===== config.mk =====
export PLATFORM = sky130hd
export DESIGN_NAME = exe_stage
export DESIGN_NICKNAME = d
export VERILOG_FILES = /design/src/rtl/exe_stage.sv
export SDC_FILE = /design/constraint.sdc
export NUM_CORES = 1
export LEC_CHECK = 0
export CORE_ASPECT_RATIO = 1.4
export CORE_MARGIN = 1
export CORE_UTILIZATION = 43
export DETAILED_ROUTE_END_ITERATION = 10
export GPL_ROUTABILITY_DRIVEN = 0
export PLACE_DENSITY = 0.7
export RECOVER_POWER = 100
export SLEW_MARGIN = 30
export SYNTH_ARGS = -nofsm -noshare
export SYNTH_HDL_FRONTEND = slang
export SYNTH_SLANG_ARGS = --single-unit
export TNS_END_PERCENT = 30

===== constraint.sdc =====
create_clock -name clk -period 7.3 [get_ports clk]
set_clock_uncertainty 0.05 [all_clocks]
set_input_delay 1.46 -clock clk [delete_from_list [all_inputs] [get_ports clk]]
set_output_delay 1.46 -clock clk [all_outputs]
set_load 0.05 [all_outputs]

===== src/rtl/exe_stage.sv =====
// Execute stage: ALU, flag generation and the E->M pipeline register.
// Define EXE_MUL_EN for an iterative 32-cycle shift-add multiply on ALUctrl 111; otherwise 111 passes operand B.
module exe_stage (
  input  logic        clk,
  input  logic        rst,
  input  logic        flush_E,
  input  logic        regw_E,
  input  logic        memw_E,
  input  logic        regmem_E,
  input  logic        ALUope_E,
  input  logic [2:0]  ALUctrl_E,
  input  logic [3:0]  regScr_E,
  input  logic [31:0] regA_E,
  input  logic [31:0] regB_E,
  input  logic [31:0] inm_E,
  output logic        stall_E,
  output logic        regw_M,
  output logic        memw_M,
  output logic        regmem_M,
  output logic [3:0]  regScr_M,
  output logic [31:0] ALUres_M,
  output logic [31:0] wdata_M,
  output logic [3:0]  flags_M
);
  localparam int unsigned DW = 32;
  localparam int unsigned RW = 4;
  localparam int unsigned CW = 5;
  localparam int unsigned FW = 4;

  logic [DW-1:0] opb;
  logic [DW-1:0] alu_res;
  logic [DW:0]   sum;
  logic [DW:0]   diff;
  logic          alu_c;
  logic          alu_v;
  logic [FW-1:0] alu_flags;

  // Next values for the M register; bubble unless a stage process loads them.
  logic          m_regw;
  logic          m_memw;
  logic          m_regmem;
  logic [RW-1:0] m_scr;
  logic [DW-1:0] m_res;
  logic [DW-1:0] m_wdata;
  logic [FW-1:0] m_flags;

  // Single-cycle ALU with N,Z,C,V; C is carry for add and no-borrow for sub.
  always_comb begin
    opb     = ALUope_E ? inm_E : regB_E;
    sum     = {1'b0, regA_E} + {1'b0, opb};
    diff    = {1'b0, regA_E} - {1'b0, opb};
    alu_res = '0;
    alu_c   = 1'b0;
    alu_v   = 1'b0;
    case (ALUctrl_E)
      3'b000: begin
        alu_res = sum[DW-1:0];
        alu_c   = sum[DW];
        alu_v   = (regA_E[DW-1] == opb[DW-1]) && (sum[DW-1] != regA_E[DW-1]);
      end
      3'b001: begin
        alu_res = diff[DW-1:0];
        alu_c   = ~diff[DW];
        alu_v   = (regA_E[DW-1] != opb[DW-1]) && (diff[DW-1] != regA_E[DW-1]);
      end
      3'b010:  alu_res = regA_E & opb;
      3'b011:  alu_res = regA_E | opb;
      3'b100:  alu_res = regA_E ^ opb;
      3'b101:  alu_res = regA_E << opb[CW-1:0];
      3'b110:  alu_res = regA_E >> opb[CW-1:0];
`ifdef EXE_MUL_EN
      default: alu_res = '0;
`else
      default: alu_res = opb;
`endif
    endcase
    alu_flags = {alu_res[DW-1], alu_res == '0, alu_c, alu_v};
  end

`ifdef EXE_MUL_EN
  typedef enum logic [1:0] {IDLE, RUN, DONE} state_t;

  state_t        state_q;
  state_t        state_d;
  logic [DW-1:0] mcand_q;
  logic [DW-1:0] mplier_q;
  logic [DW-1:0] acc_q;
  logic [DW-1:0] wdata_q;
  logic [CW-1:0] cnt_q;
  logic          regw_q;
  logic          memw_q;
  logic          regmem_q;
  logic [RW-1:0] scr_q;

  always_ff @(posedge clk) begin
    if (rst) state_q <= IDLE;
    else     state_q <= state_d;
  end

  always_comb begin
    state_d  = state_q;
    stall_E  = 1'b0;
    m_regw   = 1'b0;
    m_memw   = 1'b0;
    m_regmem = 1'b0;
    m_scr    = '0;
    m_res    = '0;
    m_wdata  = '0;
    m_flags  = '0;
    if (flush_E) begin
      state_d = IDLE;
    end else begin
      case (state_q)
        IDLE: begin
          if (ALUctrl_E == 3'b111) begin
            stall_E = 1'b1;
            state_d = RUN;
          end else begin
            m_regw   = regw_E;
            m_memw   = memw_E;
            m_regmem = regmem_E;
            m_scr    = regScr_E;
            m_res    = alu_res;
            m_wdata  = regB_E;
            m_flags  = alu_flags;
          end
        end
        RUN: begin
          stall_E = 1'b1;
          if (cnt_q == CW'(DW - 1)) state_d = DONE;
        end
        DONE: begin
          state_d  = IDLE;
          m_regw   = regw_q;
          m_memw   = memw_q;
          m_regmem = regmem_q;
          m_scr    = scr_q;
          m_res    = acc_q;
          m_wdata  = wdata_q;
          m_flags  = {acc_q[DW-1], acc_q == '0, 2'b00};
        end
        default: state_d = IDLE;
      endcase
    end
    if (rst) stall_E = 1'b0;
  end

  // Multiplier datapath: latch operands on entry, then one shift-add step per RUN cycle.
  always_ff @(posedge clk) begin
    if (rst) begin
      mcand_q  <= '0;
      mplier_q <= '0;
      acc_q    <= '0;
      cnt_q    <= '0;
      wdata_q  <= '0;
      regw_q   <= 1'b0;
      memw_q   <= 1'b0;
      regmem_q <= 1'b0;
      scr_q    <= '0;
    end else if (state_q == IDLE && state_d == RUN) begin
      mcand_q  <= regA_E;
      mplier_q <= opb;
      acc_q    <= '0;
      cnt_q    <= '0;
      wdata_q  <= regB_E;
      regw_q   <= regw_E;
      memw_q   <= memw_E;
      regmem_q <= regmem_E;
      scr_q    <= regScr_E;
    end else if (state_q == RUN && state_d != IDLE) begin
      acc_q    <= acc_q + (mplier_q[0] ? mcand_q : '0);
      mcand_q  <= mcand_q << 1;
      mplier_q <= mplier_q >> 1;
      cnt_q    <= cnt_q + CW'(1);
    end
  end
`else
  assign stall_E = 1'b0;

  always_comb begin
    m_regw   = 1'b0;
    m_memw   = 1'b0;
    m_regmem = 1'b0;
    m_scr    = '0;
    m_res    = '0;
    m_wdata  = '0;
    m_flags  = '0;
    if (!flush_E) begin
      m_regw   = regw_E;
      m_memw   = memw_E;
      m_regmem = regmem_E;
      m_scr    = regScr_E;
      m_res    = alu_res;
      m_wdata  = regB_E;
      m_flags  = alu_flags;
    end
  end
`endif

  always_ff @(posedge clk) begin
    if (rst) begin
      regw_M   <= 1'b0;
      memw_M   <= 1'b0;
      regmem_M <= 1'b0;
      regScr_M <= '0;
      ALUres_M <= '0;
      wdata_M  <= '0;
      flags_M  <= '0;
    end else begin
      regw_M   <= m_regw;
      memw_M   <= m_memw;
      regmem_M <= m_regmem;
      regScr_M <= m_scr;
      ALUres_M <= m_res;
      wdata_M  <= m_wdata;
      flags_M  <= m_flags;
    end
  end
endmodule

==> impl_metrics.py, run 1 <==
metrics = {
    "finish": {
        "fin_util_pct": 52.8,
        "fin_area_sq_um": 14200,
        "fillers": 2622,
        "finalNetCount": 1899,
        "num_antenna_cells": 0,
        "syn_to_final_growth_pct": 20.5,
        "drive_above_1_share_pct": 8.96,
    },
    "die": {
        "coreArea_sq_um": 26900,
        "dieHeight_um": 198,
        "rows": 71,
        "design.die.area_sq_um": 28100,
        "start_util_pct": 43.8,
        "io_pins": 186,
        "die_w_um": 142,
    },
    "synth": {
        "synthAdderAreaFrac_pct": 12.7,
        "ys_seq_elements": 74,
        "synth_area_sq_um": 11800,
        "synth_top_family_by_area": "compound AO/OA/AOI/OAI gates",
        "ys_seq_area_share_pct": 12.6,
        "synthCells": 1548,
        "synth_xor_area_share_pct": 2.23,
        "syn_area_per_cell_sq_um": 7.62,
        "synth_cell_types": 82,
        "muxShareOfSynthArea_pct": 18.9,
        "syn_nets": 1777,
        "ys.flop_type": "dfxtp_1",
        "synth_edf_count": 0,
        "synth-compound-area-share_pct": 26.7,
        "yosys_warnings": 0,
        "yosys.area_share.simple_pct": 19.6,
        "synthArstFlopShare_pct": 0,
    },
    "power_and_ir_drop": {
        "ir_drop_uv": 99.9,
        "power_density_nw_per_um2": 150,
        "p_total_mw": 2.13,
        "leakagePower_nw": 5.96,
    },
    "sta": {
        "slew_violations": 54,
        "fin_crit_ps": 6450,
        "setup_viol": 0,
        "setup_tns_ps": 0,
        "hold_ws_ps": 1610,
        "rsz0062_at_grt": "false",
        "tightest_slew_ps": 1990,
        "fmax_mhz": 155,
        "finalHoldViolCount": 0,
        "max_slew_margin_pct": -32.9,
        "fin_crit_sh_pct": 88.3,
    },
    "run_status": {
        "violations": "capacitance limit, slew limit",
        "status": "finished, violations left",
    },
    "detailed_routing": {
        "drtPass1Iterations": 7,
        "postRouteAntennaNets": 0,
        "drtIter0Drc": 2554,
        "vias": 13700,
        "routed_wl_mm": 51.3,
        "wl_per_cell_um": 25.1,
        "vias_per_cell": 6.74,
        "route.detailed.drc": 0,
    },
    "clock_network": {
        "cts.repair.resized": 0,
        "post-cts-setup-buffers": 0,
        "hold_buffers": 0,
        "cts_buffers": 9,
        "cts_sinks": 74,
        "ctsRootBufferMaster": "clkbuf_16",
        "clockBufferDepth": 2,
        "cts.clk_slew.worst_paths_ps": 60,
        "cts_tree": "yes",
        "h-tree-depth": 3,
    },
    "worst_hold_path": {
        "min-delay-start": "regScr_E[0]",
        "hold_path_end": "regScr_M[0]",
        "hold_class": "in -> reg",
        "min_delay_path_depth": 2,
    },
    "critical_path": {
        "critPathLaunchType": "input pin",
        "critical_path.max_fanout": 9,
        "worstPathArrival_ps": 6700,
        "worstSetupPathType": "in -> reg",
        "critPathCaptureType": "flop",
        "crit_required_ps": 7550,
    },
    "grt": {
        "globalRouteTotalUtil_pct": 36.9,
        "grt_start_max_net_pins": 54,
        "grt_pass1_wl_mm": 78.0,
        "first_global_vias": 13200,
        "grt_antenna_before_repair": 0,
        "grt_overflow": 0,
    },
    "placed_design": {
        "port_buffers": 184,
        "dp_hpwl_mm": 38.7,
        "placed_area_sq_um": 14000,
    },
    "job": {
        "maxCapViolCount": 1,
    },
}
## layer usage
layer	wire (um)	global-route usage (%)
met5	0	0
met4	4630	28.4
met3	6670	10.6
met2	22300	55.8
met1	17700	43.8
## cells by family (layout without fill, tap and decap cells)
logic type | count (synthesis) | count (layout)
other | 1 | 1
AOI/OAI and AO/OA | 471 | 471
xor gates and xnor gates | 30 | 30
buffers and inverters | 209 | 335
muxes | 153 | 153
adders and majority gates | 119 | 119
DFF | 74 | 74
and+or+nand+nor | 491 | 491
## how the worst max path moves through the flow
stage / startpoint / to / slack (ps) / cells after the start
after global routing: ALUope_E / flags_M[2] / 640 / 15
after floorplan: ALUope_E / flags_M[2] / 1510 / 18
after detailed placement: ALUope_E / flags_M[2] / 1030 / 15
after global placement: regB_E[1] / flags_M[2] / 380 / 15
after CTS: ALUope_E / flags_M[2] / 1390 / 15
final: ALUope_E / flags_M[2] / 850 / 15
## through the flow
step / std cells / setup slack [ps]
after detailed placement: 2024 / 1030
after global routing: 2039 / 638
after global placement: 2024 / 382
final: 2039 / 853
after floorplan: 1548 / 1510
after CTS: 2039 / 1390
## cell usage after synthesis (all sizes together), types with 6 or more instances
library cell	count	share of area, %
mux4	52	9.9
ha	117	12
nor3	26	1.1
o31ai	7	0.45
xor2	9	0.67
dfxtp	74	13
a211oi	17	1.1
nor2	124	3.9
o21ai	91	3.9
or3	19	1.0
o221ai	12	0.89
inv	94	3.0
a211o	6	0.45
a2111oi	9	0.67
nand3	36	1.5
o21bai	7	0.45
nand2	158	5.0
a21oi	116	4.9
o211ai	29	1.8
nand4	9	0.48
xnor2	21	1.6
a221oi	11	0.82
nor4	16	0.85
a22oi	14	0.89
and2	53	2.8
nor2b	12	0.64
o22ai	36	1.9
o21a	6	0.38
clkbuf	76	2.4
mux2i	85	7.4
and3	12	0.64
a31oi	15	0.80
a21o	12	0.76
a2bb2oi	6	0.45
mux2	16	1.5
o2111ai	9	0.67
a32oi	7	0.52
o2bb2ai	6	0.45
buf	37	1.7
o311ai	8	0.59
or2	8	0.42
## worst max-delay path, cell delays in order
cell and delay (ps):
buf_2 220, buf_4 310, mux2i_1 930, ha_1 350, a211oi_1 80, o41ai_1 1030, o2111a_1 430, o211ai_1 130
nand2_1 110, xnor2_1 70, a211oi_1 310, o21ai_0 220, a2111oi_2 730, nand4_1 180, nor2_1 130
## placed cells by master (no fill, tap or decap), drive strengths merged, types with 14 or more instances in the layout
cell           count
o211ai            29
xnor2             21
nand2            158
a21oi            116
nor2             124
a22oi             14
or3               19
o22ai             36
mux2              16
nand3             36
a211oi            17
and2              53
clkdlybuf4s50    106
mux4              52
a31oi             15
o21ai             91
nor3              26
nor4              16
buf               41
inv               94
ha               117
dfxtp             74
mux2i             85
dlygate4sd3       76
## flip-flops by register name, summed over array words and instances (netlist names)
| register | flops |
|---|---|
| regw_M | 1 |
| wdata_M | 32 |
| flags_M | 3 |
| regScr_M | 4 |
| memw_M | 1 |
| ALUres_M | 32 |
| regmem_M | 1 |
## area by class of cell
cell class | instances | area [sq um] | area share, %
Clock inverter | 4 | 51.3 | 0.361
Multi-Input combinational cell | 1265 | 9480 | 66.7
Timing Repair Buffer | 224 | 2130 | 15.0
Inverter | 96 | 365 | 2.57
Clock buffer | 11 | 253 | 1.78
Sequential cell | 74 | 1480 | 10.4
Tap cell | 365 | 457 | 3.21
## where the power goes
group          total, mW  internal, mW  switching (mW)  leakage, nW
Clock              0.458         0.281           0.178        0.148
Sequential         0.430         0.426         0.00444        0.607
Combinational       1.24         0.450           0.794         5.21
No activity file was read; power rests on OpenSTA's default activity.
==> run 2, diff against run 1 <==
Settings changed: DONT_BUFFER_PORTS from default to 1, PLACE_DENSITY 0.7 to 0.62.
==> run 2 against run 1 <==
The flow still finishes with violations (capacitance limit, slew limit); combinational power shrank 19%; clock-buffer cell count shrank 1; final cell count shrank 9.7%; critical endpoint unchanged.
==> impl_metrics.py, run 2 (synthesis results as in run 1) <==
metrics = {
    "sta": {
        "tightest_slew_ps": 2260,
        "fin_crit_sh_pct": 91.2,
        "hold_ws_ps": 1150,
        "setup_viol": 0,
        "finalHoldViolCount": 0,
        "setup_ws_ps": 645,
        "fin_crit_ps": 6660,
        "max_slew_margin_pct": -50.5,
        "rsz0062_at_grt": "false",
        "fmax_mhz": 150,
        "setup_tns_ps": 0,
        "slew_violations": 85,
    },
    "placed_design": {
        "placedCellCount": 1826,
        "port_buffers": 0,
        "dp_hpwl_mm": 38.0,
        "post-place-ws_ps": 1210,
        "placed_area_sq_um": 12000,
    },
    "grt": {
        "grt_antenna_before_repair": 1,
        "first_global_vias": 12200,
        "grt_overflow": 0,
        "grt_start_max_net_pins": 55,
        "globalRouteTotalUtil_pct": 35.7,
        "grt_pass1_wl_mm": 75.1,
    },
    "die": {
        "die_w_um": 142,
        "start_util_pct": 43.8,
        "rows": 71,
        "coreArea_sq_um": 26900,
        "io_pins": 186,
        "design.die.area_sq_um": 28100,
        "dieHeight_um": 198,
    },
    "clock_network": {
        "clockBufferDepth": 2,
        "cts.repair.resized": 0,
        "cts_tree": "yes",
        "cts_buffers": 9,
        "cts_sinks": 74,
        "cts.clk_slew.worst_paths_ps": 70,
        "ctsRootBufferMaster": "clkbuf_16",
        "hold_buffers": 0,
        "post-cts-setup-buffers": 0,
        "h-tree-depth": 3,
    },
    "worst_hold_path": {
        "min-delay-start": "regB_E[26]",
        "hold_class": "in -> reg",
    },
    "critical_path": {
        "critPathCaptureType": "flop",
        "critical_path.max_fanout": 32,
        "endpoint": "flags_M[2]",
        "worst_path_max_delay_cell": "clkbuf_1",
        "worstPathArrival_ps": 6900,
        "crit_start": "ALUope_E",
        "worstSetupPathType": "in -> reg",
        "path_cells": "mux2i_4, clkbuf_1, a31oi_1, mux2_1, nor2b_1, a2111oi_0, a22oi_1, or4_1, nor4_1, nand4_1, nor2_1",
        "critPathMaxStageDelay_ps": 1190,
        "crit_required_ps": 7550,
        "critPathLaunchType": "input pin",
    },
    "detailed_routing": {
        "route.detailed.drc": 0,
        "wl_per_cell_um": 27.5,
        "vias": 13000,
        "vias_per_cell": 7.08,
        "routed_wl_mm": 50.7,
        "postRouteAntennaNets": 0,
        "drtIter0Drc": 2118,
        "drtPass1Iterations": 6,
    },
    "finish": {
        "syn_to_final_growth_pct": 3.85,
        "fillers": 2730,
        "finalNetCount": 1701,
        "final_cell_count_no_fill": 1842,
        "drive_above_1_share_pct": 8.73,
        "fin_util_pct": 45.5,
        "fin_area_sq_um": 12300,
        "final_common_cell": "nand2_1",
        "layout_common_cells": "nand2_1, nor2_1, ha_1",
        "num_antenna_cells": 0,
        "reg_top3": "ALUres_M: 32 flops, wdata_M: 32 flops, regScr_M: 4 flops",
    },
    "power_and_ir_drop": {
        "power_density_nw_per_um2": 158,
        "ir_drop_uv": 90.2,
        "p_total_mw": 1.94,
        "leakagePower_nw": 4.97,
    },
    "run_status": {
        "violations": "capacitance limit, slew limit",
        "status": "finished, violations left",
    },
    "job": {
        "maxCapViolCount": 2,
    },
}
run 2: report_power, final:
part	internal (mW)	switching [mW]	total, mW
clock	0.230	0.193	0.423
combinational	0.367	0.639	1.01
sequential	0.426	0.0858	0.512
total	1.02	0.918	1.94
run 2: final cells by class:
cell class	instances	area, sq um	share of cell area (%)
clock buffer	10	229	1.87
inverter	96	365	2.98
tap	365	457	3.73
clock inverter	6	42.5	0.347
multi-input combinational	1265	9500	77.5
sequential	74	1480	12.1
timing repair buffer	26	180	1.47
run 2: worst min path at each step:
stage,endpoint,slack (ps),cells past startpoint
after detailed placement,regScr_M[3],1530,1
after CTS,wdata_M[26],1140,1
after global placement,wdata_M[6],1530,1
after floorplan,memw_M,1530,1
after global routing,wdata_M[0],1150,1
final,wdata_M[26],1150,1
run 2: per-layer routing:
layer / GRT usage [%] / vias up / part of all wire (%)
li1: - / 5575 / -
met1: 42.4 / 6129 / 36
met2: 55.8 / 1036 / 44
met3: 9.82 / 300 / 12
met4: 24.6 / 2 / 7.5
met5: 0 / - / 0.018
run 2: critical path, delay by kind of cell:
kind | cells | cell delay, ps
simple gates | 5 | 1840
buf+inv | 1 | 1190
compound gates | 3 | 1400
mux | 2 | 960
